$ cat src/rtl/cube_color_sequencer_if.sv
// Signal bundle between the NIOS / Q*bert layer (master) and the cube colour
// sequencer (slave). The clock and reset are kept outside the bundle.
`timescale 1ns/1ps
interface cube_color_sequencer_if #(
  parameter int N_CUBE = 28
);
  logic              e_start_qb;
  logic              e_pause_qb;
  logic [1:0]        e_color_mode;
  logic              e_level_ack;
  logic              done_move;
  logic [N_CUBE-1:0] position_qb;

  logic [N_CUBE-1:0] color_state;
  logic [4:0]        cubes_left;
  logic [15:0]       score;
  logic [4:0]        landed_idx;
  logic              level_done;
  logic              busy;

  modport master (
    output e_start_qb, e_pause_qb, e_color_mode, e_level_ack, done_move, position_qb,
    input  color_state, cubes_left, score, landed_idx, level_done, busy
  );

  modport slave (
    input  e_start_qb, e_pause_qb, e_color_mode, e_level_ack, done_move, position_qb,
    output color_state, cubes_left, score, landed_idx, level_done, busy
  );
endinterface

$ cat src/rtl/cube_color_sequencer.sv
// Game-state controller for the cube pyramid: accepts landings, waits for the
// hitbox flags to settle, recolours the landed cube and tracks score/level end.
`timescale 1ns/1ps
module cube_color_sequencer #(
  parameter int N_CUBE = 28,
  parameter int SETTLE = 2,
  parameter int POINTS = 25,
  parameter int BONUS  = 1000
) (
  input  logic                  CLK_33,
  input  logic                  reset,
  cube_color_sequencer_if.slave bus
);

  typedef enum logic [2:0] {
    S_IDLE,
    S_RUN,
    S_SETTLE,
    S_APPLY,
    S_DONE
  } state_t;

  localparam logic [4:0]  OFF_MAP     = 5'd31;
  localparam logic [4:0]  FULL_LEFT   = 5'(N_CUBE);
  localparam logic [3:0]  SETTLE_LAST = 4'(SETTLE - 1);
  localparam logic [16:0] POINTS_W    = 17'(POINTS);
  localparam logic [16:0] BONUS_W     = 17'(BONUS);
  localparam logic [16:0] SCORE_MAX   = 17'h0_FFFF;

  state_t            state;
  logic [3:0]        settle_cnt;
  logic [1:0]        mode_q;
  logic [N_CUBE-1:0] color_q;
  logic [4:0]        left_q;
  logic [15:0]       score_q;
  logic [4:0]        idx_q;
  logic              done_q;
  logic              busy_q;

  // Lowest-index landing flag and the resulting board update.
  logic              hit;
  logic [4:0]        hit_idx;
  logic [N_CUBE-1:0] hit_mask;
  logic [N_CUBE-1:0] next_color;
  logic [4:0]        next_left;
  logic [16:0]       score_sum;
  logic [15:0]       next_score;
  logic              level_hit;

  // NOTE: every always_comb output gets a default first so no latch is inferred.
  always_comb begin
    hit      = 1'b0;
    hit_idx  = OFF_MAP;
    hit_mask = '0;
    for (int i = N_CUBE - 1; i >= 0; i--) begin
      if (bus.position_qb[i]) begin
        hit         = 1'b1;
        hit_idx     = 5'(i);
        hit_mask    = '0;
        hit_mask[i] = 1'b1;
      end
    end
  end

  always_comb begin
    next_color = color_q;
    next_left  = left_q;
    score_sum  = {1'b0, score_q};
    level_hit  = 1'b0;
    if (hit) begin
      if ((color_q & hit_mask) == '0) begin
        next_color = color_q | hit_mask;
        next_left  = (left_q == 5'd0) ? 5'd0 : left_q - 5'd1;
        score_sum  = score_sum + POINTS_W;
      end else if (mode_q == 2'd1) begin
        next_color = color_q & ~hit_mask;
        next_left  = (left_q >= FULL_LEFT) ? FULL_LEFT : left_q + 5'd1;
      end
      level_hit = (next_left == 5'd0);
      if (level_hit) begin
        score_sum = score_sum + BONUS_W;
      end
    end
    next_score = (score_sum > SCORE_MAX) ? 16'hFFFF : score_sum[15:0];
  end

  // NOTE: sequential state is written only with non-blocking assignments.
  always_ff @(posedge CLK_33) begin
    if (reset) begin
      state      <= S_IDLE;
      settle_cnt <= 4'd0;
      mode_q     <= 2'd0;
      color_q    <= '0;
      left_q     <= 5'd0;
      score_q    <= 16'd0;
      idx_q      <= OFF_MAP;
      done_q     <= 1'b0;
      busy_q     <= 1'b0;
    end else if (bus.e_start_qb) begin
      // Start wins over any landing, ack or pending apply; score survives.
      state      <= S_RUN;
      settle_cnt <= 4'd0;
      mode_q     <= bus.e_color_mode;
      color_q    <= '0;
      left_q     <= FULL_LEFT;
      idx_q      <= OFF_MAP;
      done_q     <= 1'b0;
      busy_q     <= 1'b0;
    end else begin
      case (state)
        S_IDLE: ;
        S_RUN: begin
          if (bus.done_move && !bus.e_pause_qb) begin
            state      <= S_SETTLE;
            settle_cnt <= 4'd0;
            busy_q     <= 1'b1;
          end
        end
        S_SETTLE: begin
          if (settle_cnt == SETTLE_LAST) begin
            state <= S_APPLY;
          end else begin
            settle_cnt <= settle_cnt + 4'd1;
          end
        end
        S_APPLY: begin
          busy_q <= 1'b0;
          idx_q  <= hit_idx;
          state  <= S_RUN;
          if (hit) begin
            color_q <= next_color;
            left_q  <= next_left;
            score_q <= next_score;
            if (level_hit) begin
              done_q <= 1'b1;
              state  <= S_DONE;
            end
          end
        end
        S_DONE: begin
          if (bus.e_level_ack) begin
            done_q <= 1'b0;
            state  <= S_IDLE;
          end
        end
        default: state <= S_IDLE;
      endcase
    end
  end

  assign bus.color_state = color_q;
  assign bus.cubes_left  = left_q;
  assign bus.score       = score_q;
  assign bus.landed_idx  = idx_q;
  assign bus.level_done  = done_q;
  assign bus.busy        = busy_q;

endmodule

$ cat src/flat_wrapper.sv
// flat-port wrapper written by rule: the top's interface ports become plain ports
module cube_color_sequencer_flat 
#(
  parameter int N_CUBE = 28,
  parameter int SETTLE = 2,
  parameter int POINTS = 25,
  parameter int BONUS  = 1000
)
  (CLK_33, reset, bus_e_start_qb, bus_e_pause_qb, bus_e_color_mode, bus_e_level_ack, bus_done_move, bus_position_qb, bus_color_state, bus_cubes_left, bus_score, bus_landed_idx, bus_level_done, bus_busy);
  cube_color_sequencer_if #(.N_CUBE(N_CUBE)) bus_i ();
  input  logic CLK_33;
  input  logic reset;
  input wire logic [$bits(bus_i.e_start_qb)-1:0] bus_e_start_qb;
  input wire logic [$bits(bus_i.e_pause_qb)-1:0] bus_e_pause_qb;
  input wire logic [$bits(bus_i.e_color_mode)-1:0] bus_e_color_mode;
  input wire logic [$bits(bus_i.e_level_ack)-1:0] bus_e_level_ack;
  input wire logic [$bits(bus_i.done_move)-1:0] bus_done_move;
  input wire logic [$bits(bus_i.position_qb)-1:0] bus_position_qb;
  output wire logic [$bits(bus_i.color_state)-1:0] bus_color_state;
  output wire logic [$bits(bus_i.cubes_left)-1:0] bus_cubes_left;
  output wire logic [$bits(bus_i.score)-1:0] bus_score;
  output wire logic [$bits(bus_i.landed_idx)-1:0] bus_landed_idx;
  output wire logic [$bits(bus_i.level_done)-1:0] bus_level_done;
  output wire logic [$bits(bus_i.busy)-1:0] bus_busy;
  assign bus_i.e_start_qb = bus_e_start_qb;
  assign bus_i.e_pause_qb = bus_e_pause_qb;
  assign bus_i.e_color_mode = bus_e_color_mode;
  assign bus_i.e_level_ack = bus_e_level_ack;
  assign bus_i.done_move = bus_done_move;
  assign bus_i.position_qb = bus_position_qb;
  assign bus_color_state = bus_i.color_state;
  assign bus_cubes_left = bus_i.cubes_left;
  assign bus_score = bus_i.score;
  assign bus_landed_idx = bus_i.landed_idx;
  assign bus_level_done = bus_i.level_done;
  assign bus_busy = bus_i.busy;
  cube_color_sequencer #(.N_CUBE(N_CUBE), .SETTLE(SETTLE), .POINTS(POINTS), .BONUS(BONUS)) u_core (.CLK_33(CLK_33), .reset(reset), .bus(bus_i));
endmodule
$ cat config.mk
export PLATFORM = sky130hd
export DESIGN_NAME = cube_color_sequencer_flat
export DESIGN_NICKNAME = d
export VERILOG_FILES = /design/src/rtl/cube_color_sequencer_if.sv /design/src/rtl/cube_color_sequencer.sv /design/src/flat_wrapper.sv
export SDC_FILE = /design/constraint.sdc
export NUM_CORES = 1
export LEC_CHECK = 0
export ABC_CLOCK_PERIOD_IN_PS = 4400
export CORE_ASPECT_RATIO = 1.25
export CORE_UTILIZATION = 52
export DETAILED_ROUTE_END_ITERATION = 7
export DONT_BUFFER_PORTS = 1
export PLACE_DENSITY = 0.75
export SLEW_MARGIN = 40
export SYNTH_ARGS = -nofsm -noshare
export SYNTH_HDL_FRONTEND = slang
export SYNTH_SLANG_ARGS = --single-unit
$ cat constraint.sdc
create_clock -name CLK_33 -period 4.4 [get_ports CLK_33]
set_clock_uncertainty 0.2 [all_clocks]
set_input_delay 0.44 -clock CLK_33 [delete_from_list [all_inputs] [get_ports CLK_33]]
set_output_delay 0.44 -clock CLK_33 [all_outputs]
set_load 0.01 [all_outputs]
==> run summary, run 1 <==
Max Cap Viol: 0
routed vias: 4,520
RSZ-0062 raised after global routing: no
post-route ant nets: 0
setup TNS: 0 ns
fin nets: 627
leakage: 1.67 nW
Avg Cell Area, Syn: 7.69 um^2
multi-input combinational cell area: 3070 um^2
status: finished, final reports clean
worst skew pair latency: 0.36 ns
Synth Warn #: 0
Psw: 0.322 mW
Tmin final: 3.94 ns
Top delay family on crit path: simple AND/OR/NAND/NOR gates
H-tree levels: 3
Synth-to-Final Area Change: 6.44%
Netlist cell types: 76
placement row count: 37
CTS clk-pin slew, worst paths: 0.07 ns
slowest CP cell: dfxtp_1
Worst Hold Slack: 0.0124 ns
largest net degree at the start of global routing: 44
commonest non-fill, non-tap cell in the layout: nor2_1
Inst Count DP: 689
ant diodes: 0
Worst-Margin Slew: 0.710 ns
CTS tree: yes
routed wl met3: 1.05 mm
fill cell count: 767
power per standard cell area: 269 nW/um^2
clock share of power: 0.447
Root Driver: clkbuf_8
hpwl dp: 9.65 mm
Iteration-0 DRC Markers: 293
Net Sw Frac: 0.245
DRT Wirelength: 13.0 mm
Buf/Inv on CP: 0
first-pass GRT wire length: 21.4 mm
design area: 4880 um^2
GR Util All Layers: 0.293
IO Pins: 92
critical path cell sequence: nand3_1 > nor2_1 > nand4_1 > or4_1 > or3_1 > a222oi_1 > o2111ai_1 > nand2_1 > o21ai_0 > a221oi_1
Layout Cells excl Fill: 706
metal1 wirelength: 5.32 mm
Tcrit/Tclk final: 0.895
Overflow after GRT: 0
max-slew violation count: 0
share of cells above drive strength 1: 0.0815
Min-Delay Path Class: input port to flip-flop
post-synthesis instance total: 596
Vert. Die Dim: 107 um
final worst slack: 0.460 ns
routability cong.: 0.931
worst path arrival time: 4.01 ns
Top FF cell, synth: dfxtp_1
register area share after synthesis: 0.284
sequential power share: 0.460
Die Width: 86.0 um
Final setup viols: 0
wire length per cell: 18.4 um
most frequent cells in the layout: nor2_1, dfxtp_1, nand2_1, a21oi_1, mux2i_1
max_slew headroom: 0.525
Fin. Hold Viols: 0
die area: 9200 um^2
Post-synth ARST share: 0
crit start category: flip-flop
Post-synth EDFFs: 0
critical setup path kind: flip-flop to flip-flop
Initial Util: 0.547
setup bufs post-CTS: 0
CTS sink count: 65
FMAX: 254 MHz
initial antenna violation count: 0
met2 WL: 6.41 mm
synthesized net count: 639
Setup crit end kind: flip-flop
FF+latch area: 1300 um^2
Comb power frac: 0.093
Synth Register Bits: 65
Cell Area, Placed: 4650 um^2
Port Buf Inserts: 0
Core Area: 8380 um^2
via/cell ratio: 6.40
clk buf depth: 2
pre-CTS setup slack: 0.388 ns
uppermost layer routed: met4
Critical Path Max Stage Delay: 0.56 ns
maximum VDD drop: 161 uV
vias in the first global route: 4,337
Req. time, crit path: 4.47 ns
Internal: 0.992 mW
DRC violations left: 0
CTS buffer count: 9
worst-path maximum fanout: 8
DRT Pass-1 Iters: 5
Mapped Area: 4580 um^2
==> layout make-up <==
cell class	instances	share of cell area
Clock inverter	2	0.0123
Inverter	22	0.0169
Sequential cell	65	0.267
Tap cell	117	0.0300
Timing Repair Buffer	8	0.0118
Clock buffer	14	0.0333
Multi-Input combinational cell	478	0.629
==> power groups by stage <==
stage | sequential, mW | combinational (mW) | clock [mW]
after global placement | 0.618 | 0.115 | 0
after floorplan | 0.612 | 0.109 | 0
final | 0.605 | 0.123 | 0.587
after detailed placement | 0.618 | 0.117 | 0
after global routing | 0.605 | 0.136 | 0.620
after CTS | 0.604 | 0.121 | 0.594
==> worst reg2reg max path, delay by kind of cell (launching register included) <==
| family | cells | cell delay, ns |
|---|---|---|
| AND/OR/NAND/NOR | 6 | 1.83 |
| AO/OA/AOI/OAI | 4 | 1.27 |
| flip-flops | 1 | 0.56 |
==> worst paths after layout <==
kind	startpoint	endpoint	slack, ns	cells after the start
min reg2reg	u_core.mode_q[0]	u_core.mode_q[0]	0.30	2
min	bus_e_start_qb	u_core.bus.cubes_left[3]	0.01	2
max	u_core.bus.score[7]	u_core.bus.score[1]	0.46	10
max reg2reg	u_core.bus.score[7]	u_core.bus.score[1]	0.46	10
==> routing by layer <==
metal  up-vias  GRT usage
li1       2191          -
met5         -          0
met4         0      0.115
met2       176      0.497
met1      2133      0.345
met3        20     0.0839
==> cells by family (layout without fill, tap and decap cells) <==
family,count (synthesis),count (layout),share of synthesized area
adders and majority gates,7,7,0.0191
DFF,65,65,0.284
AOI/OAI and AO/OA,148,148,0.228
buffers and inverters,53,46,0.0472
and+or+nand+nor,275,275,0.322
xor gates and xnor gates,16,16,0.0306
muxes,32,32,0.0701
==> cell usage after synthesis, drive strengths merged, types with 4 or more instances <==
master	number	area, um^2
buf	8	46.3
or3	6	38.8
and2	8	52.6
dfxtp	65	1300
a31oi	5	37.5
nor4bb	4	40.0
inv	22	82.6
nor2b	7	43.8
ha	7	87.6
or4	6	52.6
a21oi	41	209
o31ai	6	45.0
a211o	8	70.1
a221oi	6	58.8
and3	5	31.3
clkbuf	23	87.6
a211oi	17	133
nor3	22	110
nor4b	4	35.0
nand2	42	158
nand2b	7	43.8
or2	5	31.3
nand3	29	145
nor2	79	299
nand4	18	119
nor3b	5	37.5
nand3b	10	75.1
o21ai	26	134
nor4	13	118
mux2i	31	310
xnor2	14	123
==> metrics by stage <==
stage               power (mW)  utilization
finish                    1.31        0.582
global route              1.36        0.582
CTS                       1.32        0.583
detailed placement       0.735        0.555
global placement         0.733        0.555
floorplan                0.721            -
==> what timing repair did <==
action	in CTS	in global routing
hold endpoints to repair	19	0
hold buffers	1	0
gates resized for setup	0	0
Note: power is estimated with default switching activity, not from simulation.
==> run 2, diff against run 1 <==
--- a/config.mk
+++ b/config.mk
@@ -10,8 +10,10 @@
 export CORE_UTILIZATION = 52
 export DETAILED_ROUTE_END_ITERATION = 7
 export DONT_BUFFER_PORTS = 1
+export HOLD_SLACK_MARGIN = 0.15
 export PLACE_DENSITY = 0.75
 export SLEW_MARGIN = 40
 export SYNTH_ARGS = -nofsm -noshare
 export SYNTH_HDL_FRONTEND = slang
 export SYNTH_SLANG_ARGS = --single-unit
+export TNS_END_PERCENT = 1
==> run summary, run 2 (synthesized netlist as in run 1, its figures left out) <==
status: finished, final reports clean
Net Sw Frac: 0.248 (+0.00274)
die area: 9200 um^2 (unchanged)
vias in the first global route: 4,578 (+5.6%)
RSZ-0062 raised after global routing: no
DRT Pass-1 Iters: 7 (+2)
DRT Wirelength: 13.7 mm (+5.0%)
GR Util All Layers: 0.305 (+0.0123)
sequential power share: 0.452 (-0.008)
most used cell along the critical path: a21oi_1
most frequent cells in the layout: nor2_1, dfxtp_1, nand2_1, a21oi_1, mux2i_1
Setup crit end kind: flip-flop
Layout Cells excl Fill: 733 (+3.8%)
CTS tree: yes
Critical Path Max Stage Delay: 0.58 ns (+0.02 ns)
max_slew headroom: 0.522 (-0.00298)
via/cell ratio: 6.43 (+0.37%)
Worst-Margin Slew: 0.714 ns (+0.00445 ns)
Internal: 1.01 mW (+1.5%)
Iteration-0 DRC Markers: 355 (+21%)
DRC violations left: 0 (unchanged)
Min-Delay Path Class: input port to flip-flop
ant diodes: 0 (unchanged)
worst skew pair latency: 0.35 ns (about the same)
Comb power frac: 0.108 (+0.015)
Inst Count DP: 689 (unchanged)
Tcrit/Tclk final: 0.942 (+0.0468)
clock share of power: 0.440 (-0.007)
placement row count: 37 (unchanged)
final worst slack: 0.254 ns (-0.206 ns)
FMAX: 241 MHz (-5.0%)
power per standard cell area: 260 nW/um^2 (-3.5%)
Tmin final: 4.15 ns (+0.206 ns)
initial antenna violation count: 0 (unchanged)
Req. time, crit path: 4.48 ns (about the same)
routability cong.: 0.931 (unchanged)
Synth-to-Final Area Change: 12.3%
CTS buffer count: 9 (unchanged)
wire length per cell: 18.6 um (+1.1%)
Final setup viols: 0 (unchanged)
largest net degree at the start of global routing: 44 (unchanged)
critical path cell sequence: dlygate4sd3_1 > nor4b_1 > nand3b_1 > a221oi_2 > nor3_1 > nand2_1 > or3_1 > xnor2_1 > ha_1 > a21oi_1 > mux2i_1 > o21ai_0 > a31o_2 > a21oi_1
IO Pins: 92 (unchanged)
worst path arrival time: 4.23 ns (+0.22 ns)
slowest CP cell: dlygate4sd3_1
Psw: 0.332 mW (+3.0%)
critical setup path kind: input port to flip-flop
Overflow after GRT: 0 (unchanged)
routed vias: 4,710 (+4.2%)
hpwl dp: 9.65 mm (unchanged)
first-pass GRT wire length: 22.3 mm (+4.1%)
Port Buf Inserts: 0 (unchanged)
leakage: 1.78 nW (+6.6%)
Core Area: 8380 um^2 (unchanged)
setup TNS: 0 ns (unchanged)
Fin. Hold Viols: 0 (unchanged)
clk buf depth: 2 (unchanged)
CTS sink count: 65 (unchanged)
Root Driver: clkbuf_8
Max Cap Viol: 0 (unchanged)
Vert. Die Dim: 107 um (unchanged)
CTS clk-pin slew, worst paths: 0.07 ns (about the same)
pre-CTS setup slack: 0.388 ns (unchanged)
fin nets: 654 (+4.3%)
commonest non-fill, non-tap cell in the layout: nor2_1
worst-path maximum fanout: 9 (+1)
post-route ant nets: 0 (unchanged)
Initial Util: 0.547 (unchanged)
share of cells above drive strength 1: 0.0779 (-0.00357)
max-slew violation count: 0 (unchanged)
Die Width: 86.0 um (unchanged)
maximum VDD drop: 156 uV (-3.1%)
H-tree levels: 3 (unchanged)
crit start category: input port
run 2: cell types whose count changed in the layout (fill, tap and decap cells not counted), sizes merged:
cell,previous run,this run
dlygate4sd3,0,27
run 2: area by class of cell:
class	count	area, um^2
multi-input cells	478	3070
flip-flops and latches	65	1300
repair buffers	35	328
inverters	22	82.6
clock buffers	14	163
fillers	731	3230
clock inverters	2	60.1
well taps	117	146
run 2: layer usage:
layer,vias up,global-route usage,share of wire
met5,-,0,0
met4,0,0.132,0.028
met3,33,0.0885,0.084
met2,223,0.518,0.49
met1,2205,0.354,0.39
li1,2249,-,-
run 2: worst paths after layout:
kind | slack [ns] | end | start | depth (start not counted)
max | 0.25 | u_core.bus.score[7] | bus_position_qb[24] | 14
min | 0.16 | u_core.state[0] | bus_done_move | 3
max reg2reg | 0.52 | u_core.bus.score[1] | u_core.bus.score[7] | 10
min reg2reg | 0.30 | u_core.mode_q[0] | u_core.mode_q[0] | 2
run 2: metrics by stage:
step           area [um^2]  utilization  total power [mW]  hold slack (ns)
3_3_place_gp          4650        0.555             0.733            0.269
6_report              5150        0.615              1.34            0.158
4_1_cts               5150        0.615              1.34            0.151
5_1_grt               5150        0.615              1.39            0.168
3_5_place_dp          4650        0.555             0.735            0.293
2_1_floorplan         4580            -             0.721            0.252
run 2: power groups by stage:
stage          sequential (mW)  clock, mW  combinational (mW)
6_report                 0.605      0.589               0.145
5_1_grt                  0.605      0.623               0.158
4_1_cts                  0.604      0.594               0.142
3_5_place_dp             0.618          0               0.117
3_3_place_gp             0.618          0               0.115
2_1_floorplan            0.612          0               0.109
run 2: timing repair:
item / 4_1_cts / 5_1_grt
hold buffers: 28 / 0
hold endpoints to repair: 48 / 0
buffers inserted: 0 / 0
resized for setup: 0 / 0
run 2: critical path: cells and delay by family:
| kind | cells | cell delay [ns] |
|---|---|---|
| compound gates | 5 | 1.32 |
| mux | 1 | 0.23 |
| simple gates | 5 | 1.31 |
| buf+inv | 1 | 0.58 |
| xor+xnor | 1 | 0.09 |
| fa+ha+maj | 1 | 0.25 |
